$ cat config.mk
export PLATFORM = sky130hd
export DESIGN_NAME = prim_esc_rxtx_monitor
export DESIGN_NICKNAME = d
export VERILOG_FILES = /design/src/rtl/prim_esc_rxtx_monitor.sv
export SDC_FILE = /design/constraint.sdc
export NUM_CORES = 1
export LEC_CHECK = 0
export BUFFER_PORTS_ARGS = -buffer_cell sky130_fd_sc_hd__buf_2
export CAP_MARGIN = 20
export CORE_ASPECT_RATIO = 2
export CORE_MARGIN = 8
export CORE_UTILIZATION = 55
export DETAILED_ROUTE_END_ITERATION = 10
export PLACE_DENSITY = 0.87
export SLEW_MARGIN = 20
export SYNTH_ARGS = -nofsm -noshare
export SYNTH_HDL_FRONTEND = slang
export SYNTH_SLANG_ARGS = --single-unit
$ cat constraint.sdc
create_clock -name clk_i -period 2.8 [get_ports clk_i]
set_clock_uncertainty 0.15 [all_clocks]
set_input_delay 0.28 -clock clk_i [delete_from_list [all_inputs] [get_ports clk_i]]
set_output_delay 0.28 -clock clk_i [all_outputs]
set_load 0.02 [all_outputs]
$ cat src/rtl/prim_esc_rxtx_monitor.sv
// Per-channel integrity filter, ping watchdog and escalation counter for differential escalation
// links. Define PRIM_ESC_MON_LOCK_EN to make the sticky failure flags lock until reset.
module prim_esc_rxtx_monitor #(
  parameter int unsigned N_CH         = 4,
  parameter int unsigned ERR_FILTER   = 2,
  parameter int unsigned PING_TIMEOUT = 16,
  parameter int unsigned CNT_W        = 8
) (
  input  logic                  clk_i,
  input  logic                  rst_i,
  input  logic [N_CH-1:0]       esc_pi,
  input  logic [N_CH-1:0]       esc_ni,
  input  logic [N_CH-1:0]       resp_pi,
  input  logic [N_CH-1:0]       resp_ni,
  input  logic [N_CH-1:0]       ping_req_i,
  input  logic [N_CH-1:0]       clr_i,
  output logic [N_CH-1:0]       integ_fail_o,
  output logic [N_CH-1:0]       ping_ok_o,
  output logic [N_CH-1:0]       ping_timeout_o,
  output logic [N_CH-1:0]       esc_active_o,
  output logic [N_CH*CNT_W-1:0] esc_cnt_o,
  output logic                  any_fail_o
);

`ifdef PRIM_ESC_MON_LOCK_EN
  localparam bit LockEn = 1'b1;
`else
  localparam bit LockEn = 1'b0;
`endif

  localparam int unsigned FiltW = $clog2(ERR_FILTER + 1);
  localparam int unsigned TmrW  = $clog2(PING_TIMEOUT);

  localparam logic [FiltW-1:0] FiltMax = FiltW'(ERR_FILTER);
  localparam logic [TmrW-1:0]  TmrMax  = TmrW'(PING_TIMEOUT - 1);
  localparam logic [CNT_W-1:0] CntMax  = {CNT_W{1'b1}};

  typedef enum logic [1:0] {StIdle, StWait, StTout} ping_st_e;

  logic [N_CH-1:0] raw_err, esc_vld, resp_vld;
  logic [N_CH-1:0] filt_set, tout_set, flag_clr;

  logic [FiltW-1:0] filt_cnt_q [N_CH];
  logic [FiltW-1:0] filt_cnt_d [N_CH];
  logic [TmrW-1:0]  tmr_q      [N_CH];
  logic [TmrW-1:0]  tmr_d      [N_CH];
  logic [CNT_W-1:0] cnt_q      [N_CH];
  logic [CNT_W-1:0] cnt_d      [N_CH];
  ping_st_e         st_q       [N_CH];
  ping_st_e         st_d       [N_CH];

  logic [N_CH-1:0] integ_q, integ_d;
  logic [N_CH-1:0] tout_q, tout_d;
  logic [N_CH-1:0] ok_q, ok_d;
  logic [N_CH-1:0] active_q, active_d;
  logic            any_q, any_d;

  // Equal rails on either pair is a protocol violation.
  assign raw_err  = ~(esc_pi ^ esc_ni) | ~(resp_pi ^ resp_ni);
  assign esc_vld  = esc_pi & ~esc_ni;
  assign resp_vld = resp_pi & ~resp_ni;
  assign flag_clr = LockEn ? '0 : clr_i;

  // Integrity filter and escalation counter.
  always_comb begin
    filt_set = '0;
    for (int i = 0; i < N_CH; i++) begin
      filt_cnt_d[i] = '0;
      cnt_d[i]      = cnt_q[i];
      if (raw_err[i]) begin
        filt_cnt_d[i] = (filt_cnt_q[i] != FiltMax) ? filt_cnt_q[i] + 1'b1 : filt_cnt_q[i];
      end
      filt_set[i] = raw_err[i] && (filt_cnt_d[i] == FiltMax);

      // A valid cycle coinciding with clr restarts the count at one.
      if (clr_i[i]) begin
        cnt_d[i] = esc_vld[i] ? CNT_W'(1) : '0;
      end else if (esc_vld[i] && (cnt_q[i] != CntMax)) begin
        cnt_d[i] = cnt_q[i] + 1'b1;
      end
    end
  end

  // Ping watchdog FSMs.
  always_comb begin
    tout_set = '0;
    ok_d     = '0;
    for (int i = 0; i < N_CH; i++) begin
      st_d[i]  = st_q[i];
      tmr_d[i] = tmr_q[i];
      unique case (st_q[i])
        StIdle: begin
          if (ping_req_i[i]) begin
            st_d[i]  = StWait;
            tmr_d[i] = '0;
          end
        end
        StWait: begin
          if (resp_vld[i] && !raw_err[i]) begin
            ok_d[i] = 1'b1;
            st_d[i] = StIdle;
          end else if (raw_err[i]) begin
            // Reported through the integrity filter, not as a ping result.
            st_d[i] = StIdle;
          end else if (tmr_q[i] == TmrMax) begin
            tout_set[i] = 1'b1;
            st_d[i]     = StTout;
          end else begin
            tmr_d[i] = tmr_q[i] + 1'b1;
          end
        end
        StTout: begin
          if (flag_clr[i]) begin
            st_d[i] = StIdle;
          end
        end
        default: st_d[i] = StIdle;
      endcase
    end
  end

  // Sticky flags: a set event beats a same-cycle clear.
  always_comb begin
    integ_d  = filt_set | (integ_q & ~flag_clr);
    tout_d   = tout_set | (tout_q & ~flag_clr);
    active_d = esc_vld;
    any_d    = |(integ_d | tout_d);
  end

  always_ff @(posedge clk_i) begin
    if (rst_i) begin
      for (int i = 0; i < N_CH; i++) begin
        filt_cnt_q[i] <= '0;
        tmr_q[i]      <= '0;
        cnt_q[i]      <= '0;
        st_q[i]       <= StIdle;
      end
      integ_q  <= '0;
      tout_q   <= '0;
      ok_q     <= '0;
      active_q <= '0;
      any_q    <= 1'b0;
    end else begin
      for (int i = 0; i < N_CH; i++) begin
        filt_cnt_q[i] <= filt_cnt_d[i];
        tmr_q[i]      <= tmr_d[i];
        cnt_q[i]      <= cnt_d[i];
        st_q[i]       <= st_d[i];
      end
      integ_q  <= integ_d;
      tout_q   <= tout_d;
      ok_q     <= ok_d;
      active_q <= active_d;
      any_q    <= any_d;
    end
  end

  assign integ_fail_o   = integ_q;
  assign ping_timeout_o = tout_q;
  assign ping_ok_o      = ok_q;
  assign esc_active_o   = active_q;
  assign any_fail_o     = any_q;

  always_comb begin
    esc_cnt_o = '0;
    for (int i = 0; i < N_CH; i++) begin
      esc_cnt_o[i*CNT_W +: CNT_W] = cnt_q[i];
    end
  end

endmodule
; ---- Word-level counts from Yosys, hierarchy flattened
; Memories as Yosys holds them, arrays and structs flattened.
; Cells that the tools add are included.
[totals]
register_bits = 17
ramBits = 64
inputBits = 26
output_inout_bits = 49
word_cells = 211
mem_count = 4
[op_classes]
add_sub_neg = 12
eq_ne = 24
muxes = 103
n_bitwise = 35
reduce_logical = 25
[memory_table]
columns = memory, depth, word_bits, read_ports, rd_clocked_by_memory_dff, write_ports, line_no
row1 = cnt_q, 4, 8, 4, 0, 4, 47  ; logic [CNT_W-1:0] cnt_q [N_CH];
row2 = tmr_q, 4, 4, 4, 0, 4, 45  ; logic [TmrW-1:0] tmr_q [N_CH];
row3 = filt_cnt_q, 4, 2, 4, 0, 4, 43  ; logic [FiltW-1:0] filt_cnt_q [N_CH];
row4 = st_q, 4, 2, 4, 0, 4, 49  ; ping_st_e st_q [N_CH];
[op_table]
columns = operator, n
row1 = two-way mux 8 bit, 12
row2 = two-way mux 4 bit, 20
row3 = two-way mux 2 bit, 36
row4 = adder 8 x 1 -> 8 bit (second input constant), 4
row5 = inequality test 8 bit (second input constant), 4
row6 = one-hot mux 4 bit (2 select lines), 4
row7 = two-way mux 1 bit, 27
row8 = one-hot mux 2 bit (3 select lines), 4
row9 = inverter 4 bit, 5
row10 = adder 4 x 1 -> 4 bit (second input constant), 4
row11 = bitwise AND 4 bit, 4
row12 = == test 2 bit (second input constant), 8
row13 = == test 4 bit (second input constant), 4
row14 = OR 1 bit, 16
row15 = OR 4 bit, 4
row16 = logical AND 1 bit, 12
row17 = adder 2 x 1 -> 2 bit (second input constant), 4
row18 = == test 2 x 1 -> 1 bit (second input constant), 4
row19 = logical NOT 2 bit, 4
row20 = inequality test 2 bit (second input constant), 4
row21 = OR reduction 2 bit, 4
row22 = XOR 4 bit, 2
row23 = logical NOT 1 bit, 4
row24 = inverter 1 bit, 4
row25 = OR reduction 4 bit, 1

; ---- Longest topological paths before layout
; Gate-level depths: netlist of the first run.
[logic_depth]
word_depth = 10
mapped_depth = 7
depth_no_buf = 6

; ---- Worst setup path before layout of the first run
; Ideal clock, no wire load.
[synth_timing]
kind = input -> register
startpoint = input port resp_ni[1]
endpoint = memory tmr_q[1][1] in the netlist's numbering
arrival_time_ps = 1957
t_required_ps = 2583
setup_slack_ps = 626
cell_stages = 6
path_buffers = 0
cell_sequence = inv_1 > ha_1 > or4b_4 > o31a_1 > or3b_1 > a21oi_2
[synth_lines]
columns = item, line_no
row1 = "start, declared", 14  ; input logic [N_CH-1:0] resp_ni,
row2 = "end, declared", 45

; ---- Worst setup path in the final report of the first run
[layout_timing]
startpoint = input port resp_pi[3]
endpoint = register any_q, in the netlist any_fail_o
[layout_via]
elab_chain_len = 10
word_cells_on_any_way = 16
[layout_rtl]
columns = item, line_no
row1 = "start, declared", 13  ; input logic [N_CH-1:0] resp_pi,
row2 = XOR 4 bit, 59  ; assign raw_err = ~(esc_pi ^ esc_ni) | ~(resp_pi ^ resp_ni);
row3 = inverter 4 bit, 59
row4 = OR 4 bit, 59
row5 = logical NOT 1 bit, 99  ; if (resp_vld[i] && !raw_err[i]) begin
row6 = logical AND 1 bit, 99
row7 = two-way mux 1 bit, 99
row8 = two-way mux 1 bit, 91  ; unique case (st_q[i])
row9 = OR 4 bit, 125  ; tout_d = tout_set | (tout_q & ~flag_clr);
row10 = OR 4 bit (*), 127  ; any_d = |(integ_d | tout_d);
row11 = OR reduction 4 bit (*), 127
row12 = "end signal, assigned", 154  ; any_q <= any_d;
row13 = "end, declared", 56  ; logic any_q, any_d;
; Mark *: on every way between the ends. The rest lies on a longest branch, timed or not.
; A chain may end at the register's enable or synchronous reset.

==> results.json, run 1 <==
{
  "status": "finished clean",
  "dpl.hpwl_um": 6830,
  "p_leak_nw": 1.88,
  "setup-violations-final": 0,
  "place.gp.congestion": 0.881,
  "clock-sinks": 81,
  "synth_nets": 471,
  "critPathBufInv": 1,
  "cts_root_buf": "clkbuf_16",
  "async_flop_share_pct": 0,
  "hold_buffers": 0,
  "max_cap_violations": 0,
  "ant_nets": 0,
  "avgSynthCellArea_um2": 8.83,
  "track_usage_pct": 19.0,
  "antenna_found_initial": 0,
  "tightest_slew_ns": 0.638,
  "yosysTopAreaCellShare_pct": 43.2,
  "grt_max_degree": 30,
  "worstPathArrival_ns": 2.17,
  "synth.area.top_cells": "dfxtp_1, ha_1, a21oi_1",
  "clk_pin_slew_ns": 0.06,
  "worstPathRequired_ns": 2.90,
  "drv_slew": 0,
  "grt_pass1_wl_um": 15200,
  "initial_core_util_pct": 56.7,
  "num_antenna_cells": 0,
  "cp_cell_sequence": "buf_2, ha_1, or4b_1, o32ai_1, a221oi_1, a41oi_1",
  "numPortBuffers": 74,
  "drt_first_pass_iters": 4,
  "avgRoutedWirePerCell_um": 15.2,
  "fin_setup_tns_ns": 0,
  "vias_per_cell": 5.80,
  "synth_edf_count": 0,
  "clk_path_buf_depth": 2,
  "drive_above_1_share_pct": 20.7,
  "ir_drop_mv": 0.541,
  "drtIter0Drc": 173,
  "ioPinCount": 75,
  "hold_class": "input port to flop",
  "slowest_stage": "or4b_1",
  "drcViolationCount": 0,
  "die_w_um": 74.4,
  "core.rowCount": 42,
  "syn_area_um2": 3750,
  "cellPowerDensity_nw_per_um2": 582,
  "hold_viol": 0,
  "grt_pass1_vias": 3486,
  "max_freq_mhz": 483,
  "synth_cell_types": 49,
  "insertion_delay_ns": 0.33,
  "yosysWarnings": 0,
  "post-cts-setup-buffer-count": 0,
  "worst_slack_ns": 0.730,
  "synth_seq_cells": 81,
  "critPathKind": "input port to flop",
  "synthFlopType": "dfxtp_1",
  "die_h_um": 133,
  "post-route-period-util_pct": 73.9,
  "core_area_um2": 6620,
  "crit_path_max_incr_delay_ns": 0.60,
  "ys_seq_area_share_pct": 43.2,
  "pre_cts_ws_ns": 0.400,
  "h-tree-depth": 3,
  "utilization_pct": 67.8,
  "nets": 544,
  "numCtsBuffers": 9,
  "cp_max_fo": 5,
  "vias": 3426,
  "synth_area_leader_cell": "dfxtp_1",
  "syn-instance-count": 425,
  "ctsResizeCount": 0,
  "dieArea_um2": 9890,
  "slew_headroom_pct": 57.0,
  "post-route-min-period_ns": 2.07,
  "area_growth_pct": 19.5,
  "critPathTopFamily": "compound AO/OA/AOI/OAI gates",
  "globalRoute.totalOverflow": 0,
  "rsz0062_at_grt": "no",
  "cp-end-kind": "flop",
  "startpoint_type": "input port",
  "wirelength_um": 8990,
  "cts_tree": "built"
}
sequential cells by signal (all words and copies together) (netlist names), 4 cells and up:
register,flops
cnt_q,32
esc_active_o,4
filt_cnt_q,8
integ_fail_o,4
ping_ok_o,4
ping_timeout_o,4
st_q,8
tmr_q,16
worst register-to-register path: cells and delay by family, from the launching register on:
family	cells	cell delay [ns]
AOI/OAI and AO/OA	1	0.36
and+or+nand+nor	2	0.81
muxes	1	0.27
DFF	1	0.33
kinds of logic (layout without fill, tap and decap cells):
group | Yosys count | after routing | share of synthesized area [%]
mux | 5 | 5 | 1.33
flops | 81 | 81 | 43.2
xor+xnor | 13 | 13 | 3.03
buf+inv | 45 | 123 | 4.50
compound gates | 89 | 89 | 15.6
simple gates | 172 | 172 | 25.7
fa+ha+maj | 20 | 20 | 6.66
through the flow:
step           power (mW)  cells  instance area [um^2]  hold WS, ns
2_1_floorplan        1.41    425                  3750        0.289
3_3_place_gp         1.47    575                  4200        0.303
3_5_place_dp         1.49    575                  4200        0.312
4_1_cts              2.63    591                  4490        0.102
5_1_grt              2.71    591                  4490        0.122
6_report             2.61    591                  4490        0.114
layout by cell type (no fill, tap or decap), types with 6 or more instances in the layout:
cell / instances
a21oi_1: 33
a31oi_1: 6
and3_1: 10
buf_2: 74
clkbuf_16: 9
dfxtp_1: 81
ha_1: 20
inv_1: 31
nand2_1: 20
nand3_1: 17
nand4_1: 6
nor2_1: 42
nor2b_1: 13
nor3_1: 8
nor3b_1: 8
o21ai_0: 16
o32ai_1: 6
or3_1: 7
xor2_1: 10
synth_stat cells (all sizes together) (2+ instances only):
cell type and number:
dfxtp 81, nor2 42, a21oi 34, inv 31
ha 20, nand2 20, nand3 17, o21ai 16
clkbuf 13, nor2b 13, and3 10, xor2 10
nor3 8, nor3b 8, or3 7, a31oi 6
nand4 6, o32ai 6, or3b 6, a311oi 5
a41oi 5, mux2i 5, nand2b 5, and4 4
nand3b 4, o31ai 4, or2 4, or4 4
or4b 4, and2 3, nor4 3, o211ai 3
xnor2 3, a31o 2, nand4b 2, nor4b 2
o2111ai 2
power breakdown:
| group | leakage [nW] | internal, mW | switching [mW] |
|---|---|---|---|
| Clock | 0.144 | 0.713 | 0.433 |
| Sequential | 0.657 | 1.19 | 0.0213 |
| Combinational | 1.08 | 0.103 | 0.152 |
| Total | 1.88 | 2.01 | 0.606 |
routing by layer:
| metal | GRT usage (%) | vias to the layer above | part of all wire, % |
|---|---|---|---|
| met5 | 0 | - | 0 |
| met4 | 9.01 | 0 | 1.7 |
| met3 | 5.45 | 13 | 5.4 |
| met2 | 34.5 | 98 | 56 |
| met1 | 18.3 | 1637 | 37 |
| li1 | - | 1678 | - |
cell type report:
| cell class | instances | area (um^2) |
|---|---|---|
| Multi-Input combinational cell | 299 | 1960 |
| Inverter | 31 | 116 |
| Sequential cell | 81 | 1620 |
| Clock inverter | 3 | 40.0 |
| Timing Repair Buffer | 76 | 385 |
| Fill cell | 584 | 2130 |
| Clock buffer | 13 | 250 |
| Tap cell | 88 | 110 |
worst paths after layout:
path / slack [ns] / depth (start not counted) / to / from
worst min register to register: 0.32 / 2 / tmr_q[0][1] / tmr_q[0][1]
worst min-delay path: 0.11 / 3 / st_q[3][0] / ping_req_i[3]
worst max-delay path: 0.73 / 6 / any_fail_o / resp_pi[3]
worst max register to register: 0.73 / 4 / tmr_q[2][0] / st_q[2][1]
(Power assumes the default switching activity.)
==> run 2, diff against run 1 <==
- clock period: 2.8 -> 1.97 ns (I/O delays scaled with it)
==> results.json, run 2 (synthesis gave the netlist of run 1 again) <==
{
  "status": "finished clean",
  "cellPowerDensity_nw_per_um2": 810,
  "core.rowCount": 42,
  "wirelength_um": 9550,
  "hold_class": "input port to flop",
  "cp_max_fo": 6,
  "r2r-start": "cnt_q[2][0]",
  "worstPathRequired_ns": 2.08,
  "largest-register": "cnt_q",
  "post-route-period-util_pct": 97.5,
  "critPathKind": "flop to flop",
  "die_w_um": 74.4,
  "setup-violations-final": 0,
  "fin_hold_ws_ns": 0.0225,
  "cts_tree": "built",
  "dpl.hpwl_um": 7180,
  "globalRoute.totalOverflow": 0,
  "ir_drop_mv": 0.654,
  "drv_slew": 0,
  "clk_pin_slew_ns": 0.06,
  "post-cts-setup-buffer-count": 0,
  "clk_path_buf_depth": 2,
  "drive_above_1_share_pct": 26.2,
  "nFillCells": 533,
  "crit_path_max_incr_delay_ns": 0.50,
  "p_leak_nw": 2.01,
  "initial_core_util_pct": 56.7,
  "drtIter0Drc": 244,
  "cts_root_buf": "clkbuf_16",
  "drt_first_pass_iters": 6,
  "critPathBufInv": 0,
  "mostFrequentLayoutCell": "dfxtp_1",
  "min_from": "ping_req_i[3]",
  "core_area_um2": 6620,
  "max_freq_mhz": 521,
  "crit_path_start": "cnt_q[2][0]",
  "cp_cell_sequence": "ha_2, and4_1, a31o_2, or4_4, a21oi_2",
  "place.gp.congestion": 0.849,
  "grt_pass1_vias": 3609,
  "numCtsBuffers": 9,
  "die_h_um": 133,
  "vias_per_cell": 5.74,
  "num_antenna_cells": 0,
  "final_cells": 615,
  "slowest_stage": "or4_4",
  "pre_cts_ws_ns": -0.193,
  "rsz0062_at_grt": "no",
  "cp-end-kind": "flop",
  "numPortBuffers": 74,
  "worstPathArrival_ns": 2.03,
  "insertion_delay_ns": 0.33,
  "critPathTopFamily": "simple AND/OR/NAND/NOR gates",
  "area_growth_pct": 26.0,
  "grt_pass1_wl_um": 15600,
  "h-tree-depth": 3,
  "drcViolationCount": 0,
  "vias": 3528,
  "ioPinCount": 75,
  "grt_max_degree": 22,
  "ant_nets": 0,
  "startpoint_type": "flop",
  "layout_common_cells": "dfxtp_1, buf_2, nor2_1",
  "hold_viol": 0,
  "dieArea_um2": 9890,
  "max_cap_violations": 0,
  "reg_top3": "cnt_q: 32 flops, tmr_q: 16 flops",
  "track_usage_pct": 19.6,
  "dp_cells": 599,
  "slew_headroom_pct": 67.6,
  "worst_slack_ns": 0.0493,
  "nets": 568,
  "largest_reg_flops": 32,
  "antenna_found_initial": 0,
  "tightest_slew_ns": 0.482,
  "utilization_pct": 71.4,
  "avgRoutedWirePerCell_um": 15.5,
  "clock-sinks": 81,
  "post-route-min-period_ns": 1.92
}
-- run 2: cell types whose count changed in the layout (fill, tap and decap cells not counted), moves of 2 or more --
cell | previous run | this run
ha_1 | 20 | 18
buf_4 | 2 | 26
dfxtp_1 | 81 | 79
dfxtp_2 | 0 | 2
clkbuf_8 | 1 | 3
-- run 2: path summary, 6_finish.rpt --
path	endpoint	slack (ns)	depth (start not counted)
setup reg to reg	cnt_q[2][7]	0.05	5
hold reg to reg	tmr_q[3][1]	0.33	2
setup / recovery	cnt_q[2][7]	0.05	5
hold / removal	st_q[3][0]	0.02	3
-- run 2: area by class of cell --
cell class / count / area, um^2 / share of cell area, %
clock buffers: 14 / 274 / 5.79
clock inverters: 2 / 35.0 / 0.741
inverters: 31 / 116 / 2.46
multi-input cells: 299 / 2000 / 42.4
flip-flops and latches: 81 / 1620 / 34.3
well taps: 88 / 110 / 2.33
repair buffers: 100 / 566 / 12.0
-- run 2: power breakdown --
group,switching [mW],internal (mW),leakage [nW]
Clock,0.616,1.08,0.153
Combinational,0.233,0.176,1.20
Sequential,0.0279,1.69,0.658
-- run 2: stage by stage --
stage / power, mW / area (um^2) / TNS (ns)
floorplan: 2.00 / 3780 / -0.00680
global placement: 2.13 / 4400 / -0.826
detailed placement: 2.16 / 4400 / -1.39
CTS: 3.86 / 4710 / 0
global route: 3.97 / 4730 / 0
finish: 3.83 / 4730 / 0
-- run 2: timing repair --
item                       4_1_cts  5_1_grt
setup endpoints to repair        0        3
resized for setup                0        4
hold buffers                     0        0
-- run 2: worst register-to-register path, cell delays in order, from the launching register on --
cell and delay (ns):
dfxtp_2 0.35, ha_2 0.21, and4_1 0.22, a31o_2 0.27, or4_4 0.50, a21oi_2 0.16
-- run 2: layer usage --
layer | global-route usage, % | wire length (um) | up-vias
met3 | 4.24 | 509 | 13
met2 | 36.7 | 5310 | 92
met4 | 8.68 | 146 | 0
met1 | 19.1 | 3590 | 1694
li1 | - | - | 1729
met5 | 0 | 0 | -
==> run 3, diff against run 2 <==
- ABC_AREA: unset -> 1
- CORE_UTILIZATION: 55 -> 56
==> results.json, run 3 <==
{
  "status": "finished clean",
  "die_w_um": 76.0,
  "numCtsBuffers": 9,
  "critPathKind": "flop to flop",
  "ant_nets": 0,
  "h-tree-depth": 3,
  "drtIter0Drc": 199,
  "grt_pass1_wl_um": 15400,
  "setup-violations-final": 0,
  "max_cap_violations": 0,
  "ir_drop_mv": 0.576,
  "clk_path_buf_depth": 2,
  "fin_setup_tns_ns": 0,
  "largest_reg_flops": 32,
  "ys_seq_area_share_pct": 40.3,
  "clock-sinks": 81,
  "vias": 3773,
  "async_flop_share_pct": 0,
  "hold_class": "input port to flop",
  "antenna_found_initial": 0,
  "cellPowerDensity_nw_per_um2": 826,
  "post-route-period-util_pct": 85.1,
  "crit_path_max_incr_delay_ns": 0.39,
  "largest-register": "cnt_q",
  "synth_edf_count": 0,
  "avgSynthCellArea_um2": 7.05,
  "num_antenna_cells": 0,
  "grt_max_degree": 17,
  "cp_cell_sequence": "ha_1, nand2_1, nor2_1, inv_1, nand2_1, nand2_1, nand2_1, inv_1, nor2_1, nor2_1",
  "drive_above_1_share_pct": 17.5,
  "synth_top_family_by_area": "simple AND/OR/NAND/NOR gates",
  "synth_most_common_cell": "nand2_1",
  "wirelength_um": 8820,
  "reg_top3": "cnt_q: 32 flops, tmr_q: 16 flops",
  "synthFlopType": "dfxtp_1",
  "hold_viol": 0,
  "worstPathRequired_ns": 2.04,
  "synth_area_leader_cell": "dfxtp_1",
  "avgRoutedWirePerCell_um": 11.8,
  "synthMuxAreaShare_pct": 0,
  "synth-xor-area-share_pct": 3.48,
  "core_area_um2": 7100,
  "multi_input_area_um2": 2030,
  "globalRoute.totalOverflow": 0,
  "syn-instance-count": 571,
  "cts_root_buf": "clkbuf_16",
  "synth_compound_area_share_pct": 10.4,
  "drcViolationCount": 0,
  "nFillCells": 560,
  "track_usage_pct": 17.5,
  "cp-end-kind": "flop",
  "seq_area_um2": 1620,
  "synth_common_cells": "nand2_1, inv_1, nor2_1",
  "yosysTopAreaCellShare_pct": 40.3,
  "startpoint_type": "flop",
  "clk_pin_slew_ns": 0.06,
  "mostFrequentLayoutCell": "nand2_1",
  "layout_common_cells": "nand2_1, inv_1, nor2_1",
  "core.rowCount": 44,
  "ctsResizeCount": 0,
  "worstPathArrival_ns": 1.74,
  "initial_core_util_pct": 56.7,
  "vias_per_cell": 5.04,
  "drv_slew": 0,
  "rsz0062_at_grt": "no",
  "tightest_slew_ns": 0.493,
  "area_growth_pct": 20.1,
  "hold_buffers": 0,
  "dpl.hpwl_um": 6570,
  "die_h_um": 136,
  "synth_seq_cells": 81,
  "final_cells": 749,
  "insertion_delay_ns": 0.32,
  "synth_nets": 617,
  "post-cts-setup-buffer-count": 0,
  "drt_first_pass_iters": 4,
  "slowest_stage": "dfxtp_1",
  "cp_max_fo": 6,
  "nets": 700,
  "p_leak_nw": 2.29,
  "dp_cells": 735,
  "synth.area.top_cells": "dfxtp_1, nand2_1, inv_1",
  "grt_pass1_vias": 3518,
  "post-route-min-period_ns": 1.68,
  "dieArea_um2": 10300,
  "place.gp.congestion": 0.834,
  "ioPinCount": 75,
  "cts_tree": "built",
  "slew_headroom_pct": 67.1,
  "synth-simple-area-share_pct": 30.4,
  "timing.critical_path.mode_cell": "nand2_1",
  "numPortBuffers": 74,
  "synth_cell_types": 31,
  "yosysWarnings": 0,
  "synth_adder_area_share_pct": 6.22,
  "max_freq_mhz": 597,
  "syn_area_um2": 4030
}
## run 3: worst paths after layout
path                startpoint                 to  slack, ns  depth (start not counted)
min reg2reg  ping_timeout_o[3]  ping_timeout_o[3]       0.34                          2
max reg2reg        tmr_q[0][0]        tmr_q[0][3]       0.29                         10
max                tmr_q[0][0]        tmr_q[0][3]       0.29                         10
min                   clr_i[2]        cnt_q[2][1]       0.07                          4
## run 3: area by class of cell
class,count,area share [%]
Timing Repair Buffer,78,8.28
Inverter,92,7.19
Clock inverter,3,1.35
Sequential cell,81,33.5
Multi-Input combinational cell,392,42.0
Clock buffer,11,5.23
Tap cell,92,2.38
## run 3: report_power, final
part           internal (mW)  switching, mW
Clock                   1.16          0.603
Sequential              1.71         0.0415
Combinational          0.165          0.310
## run 3: cells by family (layout without fill, tap and decap cells)
family / count (synthesis) / after routing
fa+ha+maj: 20 / 20
xor+xnor: 16 / 16
compound gates: 80 / 80
simple gates: 276 / 276
buf+inv: 98 / 184
flops: 81 / 81
## run 3: layer usage
layer | track usage (%) | wire, um
met1 | 20.2 | 3940
met2 | 30.0 | 4420
met3 | 5.10 | 409
met4 | 5.60 | 48
met5 | 0 | 0
## run 3: stage by stage
step | util, % | hold WS (ns) | area (um^2) | total power, mW | setup slack [ns]
finish | 68.1 | 0.0738 | 4830 | 3.99 | 0.294
floorplan | - | 0.221 | 4030 | 2.11 | 0.332
detailed placement | 63.6 | 0.328 | 4520 | 2.25 | 0.256
CTS | 68.1 | 0.0559 | 4830 | 4.03 | 0.305
global placement | 63.6 | 0.320 | 4520 | 2.23 | 0.310
global route | 68.1 | 0.0958 | 4830 | 4.17 | 0.136
## run 3: worst max-delay path: cells and delay by family, from the launching register on
| family | cells | cell delay (ns) |
|---|---|---|
| adders and majority gates | 1 | 0.19 |
| buffers and inverters | 2 | 0.15 |
| DFF | 1 | 0.39 |
| and+or+nand+nor | 7 | 0.68 |
